File: config.mk
export PLATFORM = sky130hd
export DESIGN_NAME = fifo_wr_arbiter
export DESIGN_NICKNAME = d
export VERILOG_FILES = /design/src/rtl/fifo_wr_arbiter.sv
export SDC_FILE = /design/constraint.sdc
export NUM_CORES = 1
export LEC_CHECK = 0
export ABC_AREA = 1
export CAP_MARGIN = 10
export CORE_MARGIN = 2
export CORE_UTILIZATION = 32
export DETAILED_ROUTE_END_ITERATION = 16
export GPL_TIMING_DRIVEN = 0
export PLACE_DENSITY = 0.95
export SYNTH_ARGS = -nofsm -noshare
export SYNTH_HDL_FRONTEND = slang
export SYNTH_SLANG_ARGS = --single-unit
File: constraint.sdc
create_clock -name clk -period 2.1 [get_ports clk]
set_clock_uncertainty 0.05 [all_clocks]
set_input_delay 0.42 -clock clk [delete_from_list [all_inputs] [get_ports clk]]
set_output_delay 0.42 -clock clk [all_outputs]
set_load 0.02 [all_outputs]
File: src/rtl/fifo_wr_arbiter.sv
// Round-robin write arbiter: grants one requester at a time a burst of up to
// BURST_MAX words into a downstream FIFO, with one idle bubble between grants.
module fifo_wr_arbiter #(
  parameter int DATA_W    = 32,
  parameter int N_REQ     = 4,
  parameter int BURST_MAX = 4
) (
  input  logic                    clk,
  input  logic                    rst_n,
  input  logic [N_REQ-1:0]        req_valid,
  input  logic [N_REQ*DATA_W-1:0] req_data,
  output logic [N_REQ-1:0]        req_ready,
  input  logic                    fifo_full,
  output logic                    fifo_wr,
  output logic [DATA_W-1:0]       fifo_data,
  output logic [1:0]              grant_id,
  output logic                    busy
);

  typedef enum logic {
    IDLE  = 1'b0,
    GRANT = 1'b1
  } state_t;

  localparam logic [3:0] BURST_LAST = 4'(BURST_MAX - 1);

  state_t      state, state_nxt;
  logic [1:0]  owner, owner_nxt;
  logic [1:0]  rr_ptr, rr_ptr_nxt;
  logic [3:0]  burst_cnt, burst_cnt_nxt;
  logic [2:0]  pick;
  logic        xfer;
  logic [DATA_W-1:0] words [N_REQ];

  // Returns {found, index} of the first valid requester at or above ptr, wrapping.
  function automatic logic [2:0] rr_pick(input logic [3:0] valid, input logic [1:0] ptr);
    logic [1:0] idx;
    logic [2:0] res;
    res = 3'b000;
    idx = ptr;
    for (int k = 0; k < 4; k++) begin
      if (!res[2] && valid[idx]) res = {1'b1, idx};
      idx = idx + 2'd1;
    end
    return res;
  endfunction

  always_comb begin
    for (int i = 0; i < N_REQ; i++) words[i] = req_data[i*DATA_W +: DATA_W];
  end

  assign grant_id = owner;

  always_ff @(posedge clk or negedge rst_n) begin
    if (!rst_n) begin
      state     <= IDLE;
      owner     <= 2'd0;
      rr_ptr    <= 2'd0;
      burst_cnt <= 4'd0;
    end else begin
      state     <= state_nxt;
      owner     <= owner_nxt;
      rr_ptr    <= rr_ptr_nxt;
      burst_cnt <= burst_cnt_nxt;
    end
  end

  always_comb begin
    state_nxt     = state;
    owner_nxt     = owner;
    rr_ptr_nxt    = rr_ptr;
    burst_cnt_nxt = burst_cnt;
    req_ready     = '0;
    fifo_wr       = 1'b0;
    fifo_data     = '0;
    busy          = 1'b0;
    xfer          = 1'b0;
    pick          = rr_pick(req_valid, rr_ptr);
    case (state)
      IDLE: begin
        if (pick[2]) begin
          owner_nxt     = pick[1:0];
          burst_cnt_nxt = 4'd0;
          state_nxt     = GRANT;
        end
      end
      GRANT: begin
        busy             = 1'b1;
        req_ready[owner] = !fifo_full;
        fifo_data        = words[owner];
        xfer             = req_valid[owner] && !fifo_full;
        fifo_wr          = xfer;
        if (xfer) burst_cnt_nxt = burst_cnt + 4'd1;
        // A full FIFO with a still-valid owner stalls indefinitely; only a
        // dropped valid or the last beat of the burst gives the grant up.
        if (!req_valid[owner] || (xfer && burst_cnt == BURST_LAST)) begin
          state_nxt  = IDLE;
          rr_ptr_nxt = owner + 2'd1;
        end
      end
      default: state_nxt = IDLE;
    endcase
  end

endmodule

==> qor.yml <==
gp_congestion: 0.825
avgSynthCellArea_sq_um: 5.12
pre_cts_slack_ns: -0.577
yosysSeqAreaShare: 0.117
violations: "negative setup slack"
wl_per_cell_um: 15.2
multi_input_area_sq_um: 1520
finalCriticalPeriod_ns: 2.11
final-setup-viol-count: 1
placed_cells: 625
rsz0062_at_grt: "true"
worstMarginPinSlew_ns: 0.416
n_antenna_cell: 0
numPortBuffers: 174
drt_iter0_drc: 144
syn_nets: 516
clock-sinks: 9
die_area_sq_um: 6650
coreArea_sq_um: 5850
synthTopCellsByArea: "nor2_1 27%, o21ai_0 14%, dfrtp_1 12%"
min_period_over_period: 1.00
max_freq_ghz: 0.474
irDropWorstVdd_mv: 0.841
cts.reportedPaths.clkPinSlew_ns: 0.04
maxSlewHeadroom: 0.722
ys_types: 27
stdcell_count: 639
placed_cell_area_sq_um: 3760
nNetsFinal: 705
yosys.area.top_type: "nor2_1"
totalWireLength_mm: 9.71
rows: 28
vias: 3280
yosys_warnings: 0
crit_type: "reg2out"
die_h_um: 81.6
synth_top_area_share: 0.265
fin_area_sq_um: 3900
cts_tree: "yes"
cts_buffers: 3
start_util: 0.329
synth_area_sq_um: 1930
drv_slew: 0
r2r-start: "grant_id[0]"
postCtsHoldBufs: 0
antenna_found_initial: 0
drtPass1Iterations: 5
hold_ws_ns: 0.440
start_kind: "flip-flop"
max-cap-violations: 0
worst_hold_path_type: "in2async"
layout.filler_cells: 511
clockRootBuffer: "clkbuf_8"
grt.overflow.total: 0
routed_via_density: 5.13
clk_path_buf_depth: 2
drive_above_1_share: 0.191
grt_use_total: 0.259
seqCellArea_sq_um: 226
drc: 0
grt_pass1_wl_mm: 13.6
io_pins: 175
power_per_cell_area_nw_per_um2: 1340
critPathRequiredTime_ns: 1.63
grt_pass1_vias: 2904
syn2layout_area_growth_pct: 103
netlist_instances: 376
finalCoreUtilization: 0.667
fin_ws_ns: -0.00953
postRouteAntennaNets: 0
cp_max_fo: 6
hpwl_mm: 7.56
dieWidth_um: 81.6
worstSkewPairLatency_ns: 0.23
status: "complete, but fails checks"
synth-seq-cells: 9
grt_max_degree: 12
arrival_ns: 1.64
cts_htree_levels: 1
p_leak_nw: 1.80
end_kind: "output pin"
hold_viol_final: 0
crit_path_start: "grant_id[0]"
[logic make-up (layout without fill, tap and decap cells)]
group,Yosys count,after routing,share of synthesized area
buf+inv,43,231,0.105
xor+xnor,2,2,0.00910
flops,9,9,0.117
fa+ha+maj,5,5,0.0325
compound gates,102,102,0.267
simple gates,215,215,0.470
[through the flow]
| step | TNS (ns) | power, mW |
|---|---|---|
| floorplan | 0 | 3.03 |
| global placement | -16.16 | 4.65 |
| detailed placement | -17.08 | 4.76 |
| CTS | -0.0632 | 4.81 |
| global route | -0.454 | 5.63 |
| finish | -0.00953 | 5.21 |
[layer usage]
metal / track usage / routed length, um / vias to the layer above
met3: 0.0604 / 949 / 35
met1: 0.286 / 3560 / 1495
met4: 0.0833 / 307 / 0
met2: 0.484 / 4890 / 163
met5: 0 / 0 / -
li1: - / - / 1587
[timing repair]
action / CTS / global route
resized for setup: 175 / 59
setup endpoints to repair: 37 / 37
buffers inserted: 4 / 5
cloned: 0 / 1
pin swaps: 0 / 16
[area by class of cell]
class                           count  share of cell area
Buffer                             26              0.0593
Tap cell                           75              0.0240
Inverter                           17              0.0176
Multi-Input combinational cell    324               0.390
Sequential cell                     9              0.0580
Timing Repair Buffer              184               0.440
Clock buffer                        4              0.0115
[flip-flops by register name, indices dropped and copies added, names as in the netlist]
| register | cells |
|---|---|
| rr_ptr | 2 |
| grant_id | 2 |
| state | 1 |
| burst_cnt | 4 |
[layout by cell type, fill, tap and decap left out, types with 2 or more instances in the layout]
| master | synthesis | routed |
|---|---|---|
| a21oi_1 | 32 | 31 |
| buf_2 | 4 | 15 |
| buf_4 | 6 | 36 |
| buf_6 | 1 | 10 |
| buf_8 | 0 | 3 |
| clkbuf_2 | 0 | 5 |
| clkbuf_4 | 0 | 2 |
| clkbuf_8 | 0 | 3 |
| clkdlybuf4s50_1 | 0 | 137 |
| dfrtp_1 | 9 | 8 |
| ha_1 | 5 | 5 |
| inv_1 | 11 | 11 |
| inv_2 | 5 | 5 |
| nand2_1 | 50 | 50 |
| nand2_2 | 8 | 8 |
| nand2_4 | 3 | 3 |
| nand3_1 | 8 | 8 |
| nand3_2 | 4 | 4 |
| nand4_1 | 2 | 2 |
| nor2_1 | 136 | 129 |
| nor2_2 | 1 | 8 |
| o21ai_0 | 54 | 45 |
| o21ai_1 | 14 | 23 |
| xor2_1 | 2 | 2 |
[worst paths after layout]
kind                            endpoint  slack, ns  cells past startpoint
min in group clk            burst_cnt[1]       0.48                      2
max in group asynchronous    grant_id[0]       1.24                      1
max reg2reg                    rr_ptr[1]       0.58                      9
min                         burst_cnt[3]       0.44                      1
min reg2reg                 burst_cnt[1]       0.48                      2
max                        fifo_data[24]      -0.01                      8
[critical path: stages, from the launching register on]
cell	delay, ns
dfrtp_2	0.43
buf_6	0.16
buf_6	0.13
clkbuf_16	0.14
nor2_2	0.04
nor2_1	0.09
o21ai_1	0.07
a21oi_1	0.17
buf_4	0.17
[Yosys cell counts]
master    count
clkbuf_1     11
nand3_2       4
a31oi_1       1
or2_2         1
o21ai_1      14
nand2_2       8
inv_1        11
a21oi_1      32
nand2_1      50
and3_1        1
o21ai_0      54
xor2_1        2
a21boi_0      1
nand3_1       8
buf_1         4
nor2_4        1
buf_2         4
inv_2         5
nor2_2        1
nand2_4       3
dfrtp_1       9
nor2_1      136
ha_1          5
nand4_1       2
buf_4         6
buf_6         1
inv_6         1
[power by group]
group | internal (mW) | switching (mW)
combinational | 1.95 | 2.74
sequential | 0.246 | 0.0700
clock | 0.132 | 0.0657
Note: power is estimated with default switching activity, not from simulation.
